## config.mk

```make
export PLATFORM = sky130hd
export DESIGN_NAME = glyph_rom_sched_flat
export DESIGN_NICKNAME = d
export VERILOG_FILES = /design/src/rtl/glyph_rom_sched_if.sv /design/src/rtl/glyph_rom_sched.sv /design/src/flat_wrapper.sv
export SDC_FILE = /design/constraint.sdc
export NUM_CORES = 1
export LEC_CHECK = 0
export ABC_AREA = 1
export BUFFER_PORTS_ARGS = -buffer_cell sky130_fd_sc_hd__buf_2
export CAP_MARGIN = 20
export CORE_MARGIN = 3
export CORE_UTILIZATION = 50
export CTS_CLUSTER_SIZE = 24
export DETAILED_ROUTE_END_ITERATION = 16
export PLACE_DENSITY = 0.87
export REMOVE_ABC_BUFFERS = 1
export SLEW_MARGIN = 0
export SYNTH_ARGS = -nofsm -noshare
export SYNTH_HDL_FRONTEND = slang
export SYNTH_SLANG_ARGS = --single-unit
export TNS_END_PERCENT = 30
```

## constraint.sdc

```tcl
create_clock -name clk -period 4.5 [get_ports clk]
set_input_delay 0.45 -clock clk [delete_from_list [all_inputs] [get_ports clk]]
set_output_delay 0.45 -clock clk [all_outputs]
set_load 0.01 [all_outputs]
```

## src/rtl/glyph_rom_sched_if.sv

```systemverilog
// rtl/glyph_rom_sched_if.sv - requester and row-return bus between overlay generators and the glyph ROM scheduler
interface glyph_rom_sched_if #(
  parameter int NREQ = 4,
  parameter int IDW  = 2,
  parameter int AW   = 6,
  parameter int DW   = 64
);
  logic [NREQ-1:0]    req;
  logic [AW*NREQ-1:0] req_addr;
  logic [AW*NREQ-1:0] req_len;
  logic [NREQ-1:0]    gnt;
  logic               rvalid;
  logic [DW-1:0]      rdata;
  logic [IDW-1:0]     rid;
  logic               rlast;

  modport master (
    output req, req_addr, req_len,
    input  gnt, rvalid, rdata, rid, rlast
  );

  modport slave (
    input  req, req_addr, req_len,
    output gnt, rvalid, rdata, rid, rlast
  );
endinterface

```

## src/rtl/glyph_rom_sched.sv

```systemverilog
// rtl/glyph_rom_sched.sv - burst scheduler and arbiter owning the shared 64x64 glyph/grid pattern ROM
// Define GLYPH_SCHED_FIXED_PRIO_EN for fixed lowest-index-wins arbitration (default is round-robin).
module glyph_rom_sched #(
  parameter int NREQ = 4,
  parameter int IDW  = 2,
  parameter int AW   = 6,
  parameter int DW   = 64
) (
  input  logic            clk,
  input  logic            rst,
  glyph_rom_sched_if.slave bus,
  input  logic            flush,
  output logic            busy,
  output logic [AW-1:0]   rom_addr,
  input  logic [DW-1:0]   rom_data
);
  typedef enum logic {S_IDLE, S_BURST} state_t;

  state_t         state, state_nxt;
  logic [AW-1:0]  cnt;
  logic [IDW-1:0] cur_id;
  logic           found;
  logic [IDW-1:0] win;
  logic [AW-1:0]  sel_addr, sel_len;
  logic           arb;

  logic [NREQ-1:0] gnt_d;
  logic            busy_d, rvalid_d, rlast_d;
  logic [AW-1:0]   addr_d, cnt_d;
  logic [IDW-1:0]  id_d, rid_d;
  logic [DW-1:0]   rdata_d;

`ifdef GLYPH_SCHED_FIXED_PRIO_EN
  always_comb begin
    found = 1'b0;
    win   = '0;
    for (int i = 0; i < NREQ; i++) begin
      if (!found && bus.req[i]) begin
        found = 1'b1;
        win   = IDW'(i);
      end
    end
  end
`else
  logic [IDW-1:0] ptr;

  // Two passes: indices at/after the pointer first, then wrap to the low ones.
  always_comb begin
    found = 1'b0;
    win   = '0;
    for (int i = 0; i < NREQ; i++) begin
      if (!found && bus.req[i] && (i >= int'(ptr))) begin
        found = 1'b1;
        win   = IDW'(i);
      end
    end
    for (int i = 0; i < NREQ; i++) begin
      if (!found && bus.req[i]) begin
        found = 1'b1;
        win   = IDW'(i);
      end
    end
  end

  always_ff @(posedge clk) begin
    if (rst) begin
      ptr <= '0;
    end else if (arb) begin
      ptr <= (int'(win) == NREQ - 1) ? '0 : win + 1'b1;
    end
  end
`endif

  always_comb begin
    sel_addr = '0;
    sel_len  = '0;
    for (int i = 0; i < NREQ; i++) begin
      if (win == IDW'(i)) begin
        sel_addr = bus.req_addr[AW*i +: AW];
        sel_len  = bus.req_len[AW*i +: AW];
      end
    end
  end

  assign arb = (state == S_IDLE) && found && !flush;

  always_ff @(posedge clk) begin
    if (rst) state <= S_IDLE;
    else     state <= state_nxt;
  end

  always_comb begin
    state_nxt = state;
    case (state)
      S_IDLE:  if (arb) state_nxt = S_BURST;
      S_BURST: if (flush || cnt == '0) state_nxt = S_IDLE;
      default: state_nxt = S_IDLE;
    endcase
  end

  always_comb begin
    gnt_d    = '0;
    busy_d   = busy;
    addr_d   = rom_addr;
    cnt_d    = cnt;
    id_d     = cur_id;
    rvalid_d = 1'b0;
    rlast_d  = 1'b0;
    rdata_d  = bus.rdata;
    rid_d    = bus.rid;
    case (state)
      S_IDLE: begin
        if (arb) begin
          gnt_d  = NREQ'(1) << win;
          busy_d = 1'b1;
          addr_d = sel_addr;
          cnt_d  = sel_len;
          id_d   = win;
        end
      end
      S_BURST: begin
        if (flush) begin
          busy_d = 1'b0;
        end else begin
          rvalid_d = 1'b1;
          rdata_d  = rom_data;
          rid_d    = cur_id;
          rlast_d  = (cnt == '0);
          if (cnt == '0) begin
            busy_d = 1'b0;
          end else begin
            addr_d = rom_addr + 1'b1;
            cnt_d  = cnt - 1'b1;
          end
        end
      end
      default: ;
    endcase
  end

  always_ff @(posedge clk) begin
    if (rst) begin
      bus.gnt    <= '0;
      busy       <= 1'b0;
      rom_addr   <= '0;
      cnt        <= '0;
      cur_id     <= '0;
      bus.rvalid <= 1'b0;
      bus.rlast  <= 1'b0;
      bus.rdata  <= '0;
      bus.rid    <= '0;
    end else begin
      bus.gnt    <= gnt_d;
      busy       <= busy_d;
      rom_addr   <= addr_d;
      cnt        <= cnt_d;
      cur_id     <= id_d;
      bus.rvalid <= rvalid_d;
      bus.rlast  <= rlast_d;
      bus.rdata  <= rdata_d;
      bus.rid    <= rid_d;
    end
  end
endmodule

```

## src/flat_wrapper.sv

```systemverilog
// flat-port wrapper written by rule: the top's interface ports become plain ports
module glyph_rom_sched_flat 
#(
  parameter int NREQ = 4,
  parameter int IDW  = 2,
  parameter int AW   = 6,
  parameter int DW   = 64
)
  (clk, rst, flush, busy, rom_addr, rom_data, bus_req, bus_req_addr, bus_req_len, bus_gnt, bus_rvalid, bus_rdata, bus_rid, bus_rlast);
  glyph_rom_sched_if #(.NREQ(NREQ), .IDW(IDW), .AW(AW), .DW(DW)) bus_i ();
  input  logic clk;
  input  logic rst;
  input  logic flush;
  output logic busy;
  output logic [AW-1:0] rom_addr;
  input  logic [DW-1:0] rom_data;
  input wire logic [$bits(bus_i.req)-1:0] bus_req;
  input wire logic [$bits(bus_i.req_addr)-1:0] bus_req_addr;
  input wire logic [$bits(bus_i.req_len)-1:0] bus_req_len;
  output wire logic [$bits(bus_i.gnt)-1:0] bus_gnt;
  output wire logic [$bits(bus_i.rvalid)-1:0] bus_rvalid;
  output wire logic [$bits(bus_i.rdata)-1:0] bus_rdata;
  output wire logic [$bits(bus_i.rid)-1:0] bus_rid;
  output wire logic [$bits(bus_i.rlast)-1:0] bus_rlast;
  assign bus_i.req = bus_req;
  assign bus_i.req_addr = bus_req_addr;
  assign bus_i.req_len = bus_req_len;
  assign bus_gnt = bus_i.gnt;
  assign bus_rvalid = bus_i.rvalid;
  assign bus_rdata = bus_i.rdata;
  assign bus_rid = bus_i.rid;
  assign bus_rlast = bus_i.rlast;
  glyph_rom_sched #(.NREQ(NREQ), .IDW(IDW), .AW(AW), .DW(DW)) u_core (.clk(clk), .rst(rst), .bus(bus_i), .flush(flush), .busy(busy), .rom_addr(rom_addr), .rom_data(rom_data));
endmodule
```

Word level (Yosys, flattened, before mapping)
Cells that the tools add are included.
{"block": "classes", "n_reduce_logical": 30, "n_shift": 1, "order_cmp": 3, "mux": 40, "eq_ne": 8, "addsub": 3, "bitwise_logic": 3}
{"operator": "6-bit two-way mux", "count": 14}
{"operator": "6-bit case mux with 2 select lines", "count": 2}
{"operator": "1-bit two-way mux", "count": 15}
{"operator": "2-bit two-way mux", "count": 7}
{"operator": "1-bit logical AND", "count": 12}
{"operator": "1-bit zero test", "count": 8}
{"operator": "6-bit by 1-bit adder with 6-bit output, second input constant", "count": 1}
{"operator": "6-bit zero test", "count": 1}
{"operator": "2-bit AND reduction", "count": 3}
{"operator": "3-bit OR reduction", "count": 2}
{"operator": "6-bit by 1-bit subtractor with 6-bit output, second input constant", "count": 1}
{"operator": "2-bit by 1-bit == test with 1-bit output, second input constant", "count": 2}
{"operator": "2-bit == test, second input constant", "count": 2}
{"operator": "1-bit by 2-bit greater-or-equal comparator with 1-bit output, first input constant", "count": 2}
{"operator": "2-bit != test, second input constant", "count": 2}
{"operator": "1-bit case mux with 2 select lines", "count": 2}
{"operator": "1-bit by 2-bit << shifter with 4-bit output, first input constant", "count": 1}
{"operator": "3-bit != test, second input constant", "count": 1}
{"operator": "1-bit NOT", "count": 3}
{"operator": "3-bit AND reduction", "count": 1}
{"operator": "2-bit by 1-bit adder with 2-bit output, second input constant", "count": 1}
{"operator": "2-bit greater-or-equal comparator, first input constant", "count": 1}
{"operator": "2-bit zero test", "count": 1}
{"operator": "2-bit by 1-bit != test with 1-bit output, second input constant", "count": 1}
{"operator": "other kinds (2)", "count": 2}
{"block": "word_totals", "ff_bits": 90, "input_bits": 119, "word_cells": 99, "output_inout_bits": 79}

Longest topological paths before layout
{"block": "logic_depth", "depth_word": 33, "depth_mapped": 19, "mapped_depth_nobuf": 18}

Worst setup path after synthesis
OpenSTA, ideal clock, no wires.
{"block": "synth_timing", "path_kind": "input-to-reg", "start": "input port bus_req[1]", "end": "register u_core.rom_addr[2]", "setup_slack_ns": 2.447, "t_arrival_ns": 1.989, "path_stages": 15, "setup_ns": 0.064, "path_buffers": 1, "required_ns": 4.436, "cell_sequence": "inv_1 -> nand2_1 -> nand2_2 -> nand3_1 -> o21ai_2 -> inv_1 -> ha_1 -> nor2_1 -> buf_2 -> nand2_1 -> nand2_1 -> nand3_1 -> a21oi_1 -> a21oi_1 -> nor2_1"}
{"block": "synth_between", "elab_chain_len": 29, "word_cells_on_any_way": 43, "classes_between": "eq/ne (4); mux (20); reduce/logical (19)"}
{"element": "from (decl)", "line_no": "flat_wrapper.sv:17", "source": "input wire logic [$bits(bus_i.req)-1:0] bus_req;"}
{"element": "1-bit logical AND (2 in series)", "line_no": "glyph_rom_sched.sv:52", "source": "if (!found && bus.req[i] && (i >= int'(ptr))) begin"}
{"element": "1-bit two-way mux", "line_no": "glyph_rom_sched.sv:52"}
{"element": "1-bit zero test", "line_no": "glyph_rom_sched.sv:52"}
{"element": "1-bit logical AND (2 in series)", "line_no": "glyph_rom_sched.sv:52"}
{"element": "1-bit two-way mux", "line_no": "glyph_rom_sched.sv:52"}
{"element": "1-bit zero test", "line_no": "glyph_rom_sched.sv:52"}
{"element": "1-bit logical AND", "line_no": "glyph_rom_sched.sv:52"}
{"element": "1-bit two-way mux", "line_no": "glyph_rom_sched.sv:52"}
{"element": "[10 not listed]"}
{"element": "1-bit logical AND", "line_no": "glyph_rom_sched.sv:58", "source": "if (!found && bus.req[i]) begin"}
{"element": "2-bit two-way mux *", "line_no": "glyph_rom_sched.sv:58"}
{"element": "named net u_core.win[1]", "line_no": "glyph_rom_sched.sv:23", "source": "logic [IDW-1:0] win;"}
{"element": "2-bit zero test", "line_no": "glyph_rom_sched.sv:78", "source": "if (win == IDW'(i)) begin"}
{"element": "6-bit two-way mux (3 in series)", "line_no": "glyph_rom_sched.sv:78"}
{"element": "6-bit two-way mux *", "line_no": "glyph_rom_sched.sv:78"}
{"element": "6-bit two-way mux *", "line_no": "glyph_rom_sched.sv:113", "source": "if (arb) begin"}
{"element": "6-bit case mux with 2 select lines *", "line_no": "glyph_rom_sched.sv:111", "source": "case (state)"}
{"element": "to (signal assigned)", "line_no": "glyph_rom_sched.sv:155", "source": "rom_addr <= addr_d;"}
{"element": "to (decl)", "line_no": "glyph_rom_sched.sv:14", "source": "output logic [AW-1:0] rom_addr,"}
The timed path passes the listed nets; every way through them passes the cells marked *. The select of a mux whose other input is x is not followed.
A chain may end at the register's enable or synchronous reset.

Worst setup path after layout
{"block": "layout_timing", "start": "register u_core.ptr[0]", "end": "register u_core.rom_addr[1]"}
{"block": "layout_between", "elab_chain_len": 33, "word_cells_on_any_way": 49, "classes_between": "order compare (3); eq/ne (4); mux (21); reduce/logical (21)"}
{"element": "from (decl)", "line_no": "glyph_rom_sched.sv:45", "source": "logic [IDW-1:0] ptr;"}
{"element": "from (signal assigned)", "line_no": "glyph_rom_sched.sv:69", "source": "ptr <= (int'(win) == NREQ - 1) ? '0 : win + 1'b1;"}
{"element": "1-bit by 2-bit greater-or-equal comparator with 1-bit output", "line_no": "glyph_rom_sched.sv:52"}
{"element": "1-bit logical AND", "line_no": "glyph_rom_sched.sv:52"}
{"element": "1-bit two-way mux", "line_no": "glyph_rom_sched.sv:52"}
{"element": "1-bit zero test", "line_no": "glyph_rom_sched.sv:52"}
{"element": "1-bit logical AND (2 in series)", "line_no": "glyph_rom_sched.sv:52"}
{"element": "1-bit two-way mux", "line_no": "glyph_rom_sched.sv:52"}
{"element": "1-bit zero test", "line_no": "glyph_rom_sched.sv:52"}
{"element": "1-bit logical AND (2 in series)", "line_no": "glyph_rom_sched.sv:52"}
{"element": "[14 not listed]"}
{"element": "1-bit logical AND", "line_no": "glyph_rom_sched.sv:58"}
{"element": "2-bit two-way mux *", "line_no": "glyph_rom_sched.sv:58"}
{"element": "named net u_core.win[1]", "line_no": "glyph_rom_sched.sv:23"}
{"element": "2-bit zero test", "line_no": "glyph_rom_sched.sv:78"}
{"element": "6-bit two-way mux (3 in series)", "line_no": "glyph_rom_sched.sv:78"}
{"element": "6-bit two-way mux *", "line_no": "glyph_rom_sched.sv:78"}
{"element": "6-bit two-way mux *", "line_no": "glyph_rom_sched.sv:113"}
{"element": "6-bit case mux with 2 select lines *", "line_no": "glyph_rom_sched.sv:111"}
Marked as above.

==> qor.tcl <==
set qor(seq_power_share_pct) 47.7
set qor(total_net_switching_power_w) 0.000581
set qor(cp_top_family) {simple AND/OR/NAND/NOR gates}
set qor(min_delay_worst_endpoint) {u_core.bus.rdata[62]}
set qor(fill_cells) 658
set qor(drt-wirelength-per-cell_microns) 12.7
set qor(reg2reg_depth) 15
set qor(first_global_vias) 4067
set qor(synthSimpleGateAreaFrac_pct) 33.0
set qor(drive_gt1_share_pct) 29.3
set qor(fin_skew_ns) 0.0128
set qor(number_of_buffers_created_by_cts) 9
set qor(postSynthRegisterBits) 90
set qor(max_cap_viol_count) 0
set qor(final_cell_mix) {197 x buf_2, 183 x nor2_1, 115 x nand2_1}
set qor(final.setup.tns_ns) 0
set qor(synth.yosys.seq_area_share_pct) 44.4
set qor(setup_repair_after_global_routing_missed_its_margin) {false}
set qor(timing_max_transition_violations_final) 0
set qor(timing.critical_path.required_ns) 4.78
set qor(nets) 902
set qor(routed_via_density) 4.96
set qor(slew-limit-headroom_pct) 42.1
set qor(yosysWarningCount) 0
set qor(finalWeightedCongestion) 0.789
set qor(num_rows) 32
set qor(area_growth_pct) 29.1
set qor(grt_first_pass_wirelength_microns) 17500
set qor(antenna-diode-count) 0
set qor(synthMuxAreaShare_pct) 0
set qor(internal_power_w) 0.00129
set qor(cts_h_tree_lvls) 3
set qor(number_of_buffer_and_inverter_instances_along_the_worst_setup_path) 1
set qor(worst_r2r_startpoint) {u_core.ptr[0]}
set qor(clk-insertion-delay-late_ns) 0.35
set qor(synth_compound_gate_area_share_pct) 13.5
set qor(run_status) {finished clean}
set qor(clk_path_buf_depth) 2
set qor(post_synth_num_cell_types) 28
set qor(fp.dieH_microns) 96.1
set qor(timing.hold.ws_ns) 0.317
set qor(startpoint_types) {flop}
set qor(synth_adder_area_share_pct) 1.85
set qor(fp.coreArea_sq_mm) 0.00781
set qor(cts.clk_slew.worst_paths_ns) 0.09
set qor(post_synth_instance_area_sq_mm) 0.00406
set qor(hpwlAfterDp_microns) 8030
set qor(io_pins) 198
set qor(rr_endpoint) {u_core.rom_addr[1]}
set qor(cellPowerDensity_mw_per_mm2) 356
set qor(largest_family_of_logic_cells_by_synthesized_area) {simple AND/OR/NAND/NOR gates}
set qor(die_width_microns) 96.1
set qor(timing_worst_slew_pin_value_ns) 0.866
set qor(numClockSinks) 90
set qor(cts-resized-gates) 0
set qor(finalCritPeriodShare_pct) 60.5
set qor(remaining_drc_errors) 0
set qor(whs_path_depth) 3
set qor(grt_usage_pct) 23.5
set qor(critPathMaxFanout) 13
set qor(slowest_stage) {nor2_1}
set qor(syn_area_per_cell_sq_um) 6.74
set qor(fmax_ghz) 0.367
set qor(cell_mode_on_critical_path) {nand2_1}
set qor(layout.area.seq_sq_mm) 0.00180
set qor(routed_wl_microns) 11200
set qor(power_switching_share_pct) 31.1
set qor(clock-root-buffer) {clkbuf_8}
set qor(yosys.area_share.xor_xnor_pct) 0.432
set qor(timing.critical_path.cells) {nand2_1, a21oi_4, nand3_1, o21ai_2, inv_1, ha_1, nor2_1, nand2_1, nand2_1, nand2_1, nand2_1, nand2_1, nand2_1, a21oi_1, nor2_1}
set qor(dieArea_sq_mm) 0.00924
set qor(clock_power_share_pct) 29.5
set qor(total_power_w) 0.00187
set qor(finalSetupViolations) 0
set qor(grt_max_degree) 84
set qor(final.min_clock_period_ns) 2.72
set qor(cts-hold-fix-buffers) 0
set qor(multiInputGateArea_sq_mm) 0.00198
set qor(worst_hold_startpoint) {rom_data[62]}
set qor(port_buffers) 197
set qor(synth_cells) 602
set qor(worst_ir_drop_vdd_mv) 0.188
set qor(cp.depth) 15
set qor(grt.overflow.total) 0
set qor(post_cts.repair.setup_buffers) 0
set qor(firstDrtPassIters) 5
set qor(antenna_left) 0
set qor(worst_min_path_class) {in2reg}
set qor(start_util_pct) 52.0
set qor(critPathArrivalTime_ns) 3.00
set qor(p_comb_share_pct) 22.8
set qor(r2r_setup_slack_ns) 1.78
set qor(final_common_cell) {buf_2}
set qor(endpoint_kind) {flop}
set qor(hold_violations) 0
set qor(tritoncts) {yes}
set qor(drt_iter0_drc) 163
set qor(grt_antenna_before_repair) 0
set qor(static_leakage_power_nw) 2.88
set qor(crit_path_max_incr_delay_ns) 0.57
set qor(vias) 4381
set qor(critical_setup_path_kind) {reg2reg}
-- cell families after synthesis --
| group | after synthesis |
|---|---|
| AND/OR/NAND/NOR | 336 |
| XOR/XNOR | 2 |
| flip-flops | 90 |
| AO/OA/AOI/OAI | 106 |
| adder cells (fa/ha/maj) | 6 |
| buffers and inverters | 62 |
-- worst max-delay path by stage --
stage,slack (ns),end,start
floorplan,2.16,u_core.rom_addr[4],bus_req[1]
global placement,1.78,u_core.rom_addr[1],bus_req[1]
detailed placement,1.60,u_core.cnt[3],bus_req[1]
CTS,1.78,u_core.cnt[3],u_core.ptr[0]
global route,1.50,u_core.cnt[3],u_core.ptr[0]
finish,1.78,u_core.rom_addr[1],u_core.ptr[0]
-- layout make-up --
class / count / share of cell area (%)
clock buffers: 9 / 2.36
clock inverters: 7 / 1.46
inverters: 26 / 1.86
multi-input cells: 450 / 37.8
flip-flops and latches: 90 / 34.4
well taps: 102 / 2.44
repair buffers: 200 / 19.7
-- synth_stat cells --
library cell	count	share of area [%]
nor2_1	183	17
nand2_1	115	11
dfxtp_1	90	44
o21ai_0	62	7.6
a21oi_1	34	4.2
inv_1	24	2.2
nand3_1	21	2.6
clkbuf_1	19	1.8
buf_2	10	1.2
o21ai_1	7	0.86
ha_1	6	1.8
buf_4	4	0.74
nor3_1	4	0.49
or2_2	4	0.62
nand3b_1	3	0.55
inv_2	2	0.19
nand4_1	2	0.31
xor2_1	2	0.43
a21boi_0	1	0.19
a21oi_4	1	0.40
buf_1	1	0.092
buf_6	1	0.28
clkbuf_8	1	0.34
nand2_2	1	0.15
nand2_4	1	0.28
nor2_2	1	0.15
nor2_4	1	0.28
o21ai_2	1	0.22
-- flip-flops by register name, indices dropped and copies added, names as in the netlist --
register,flops
u_core.bus.rdata,64
u_core.cnt,6
u_core.rom_addr,6
u_core.bus.gnt,4
u_core.bus.rid,2
u_core.cur_id,2
u_core.ptr,2
u_core.bus.rlast,1
u_core.bus.rvalid,1
u_core.busy,1
u_core.state,1
-- routing by layer --
layer / vias to the layer above / GRT usage [%] / part of all wire (%) / wire length (microns)
met5: - / 0 / 0 / 0
met4: 0 / 7.46 / 1.0 / 114
met3: 12 / 7.90 / 10 / 1170
met2: 177 / 42.3 / 48 / 5390
met1: 1945 / 25.7 / 40 / 4530
li1: 2247 / - / - / -
-- worst reg2reg max path, stage by stage (launching register included) --
cell and delay, ns:
dfxtp_1 0.36, nand2_1 0.12, a21oi_4 0.18, nand3_1 0.11
o21ai_2 0.27, inv_1 0.11, ha_1 0.35, nor2_1 0.57
nand2_1 0.11, nand2_1 0.09, nand2_1 0.05, nand2_1 0.06
nand2_1 0.06, nand2_1 0.07, a21oi_1 0.04, nor2_1 0.12
-- per-stage QoR --
step	worst slack (ns)	utilization [%]	cell area, sq um	instances
global route	1.50	67.1	5240	884
floorplan	2.16	-	3880	566
finish	1.78	67.1	5240	884
global placement	1.78	64.0	5000	866
CTS	1.78	66.6	5200	882
detailed placement	1.60	64.0	5000	866
-- power by group through the flow --
stage,logic (W),registers (W),clock network [W]
detailed placement,0.000422,0.000907,0
CTS,0.000424,0.000891,0.000565
floorplan,0.000241,0.000926,0
global route,0.000485,0.000900,0.000596
finish,0.000426,0.000891,0.000551
global placement,0.000409,0.000905,0
No activity file was read; power rests on OpenSTA's default activity.
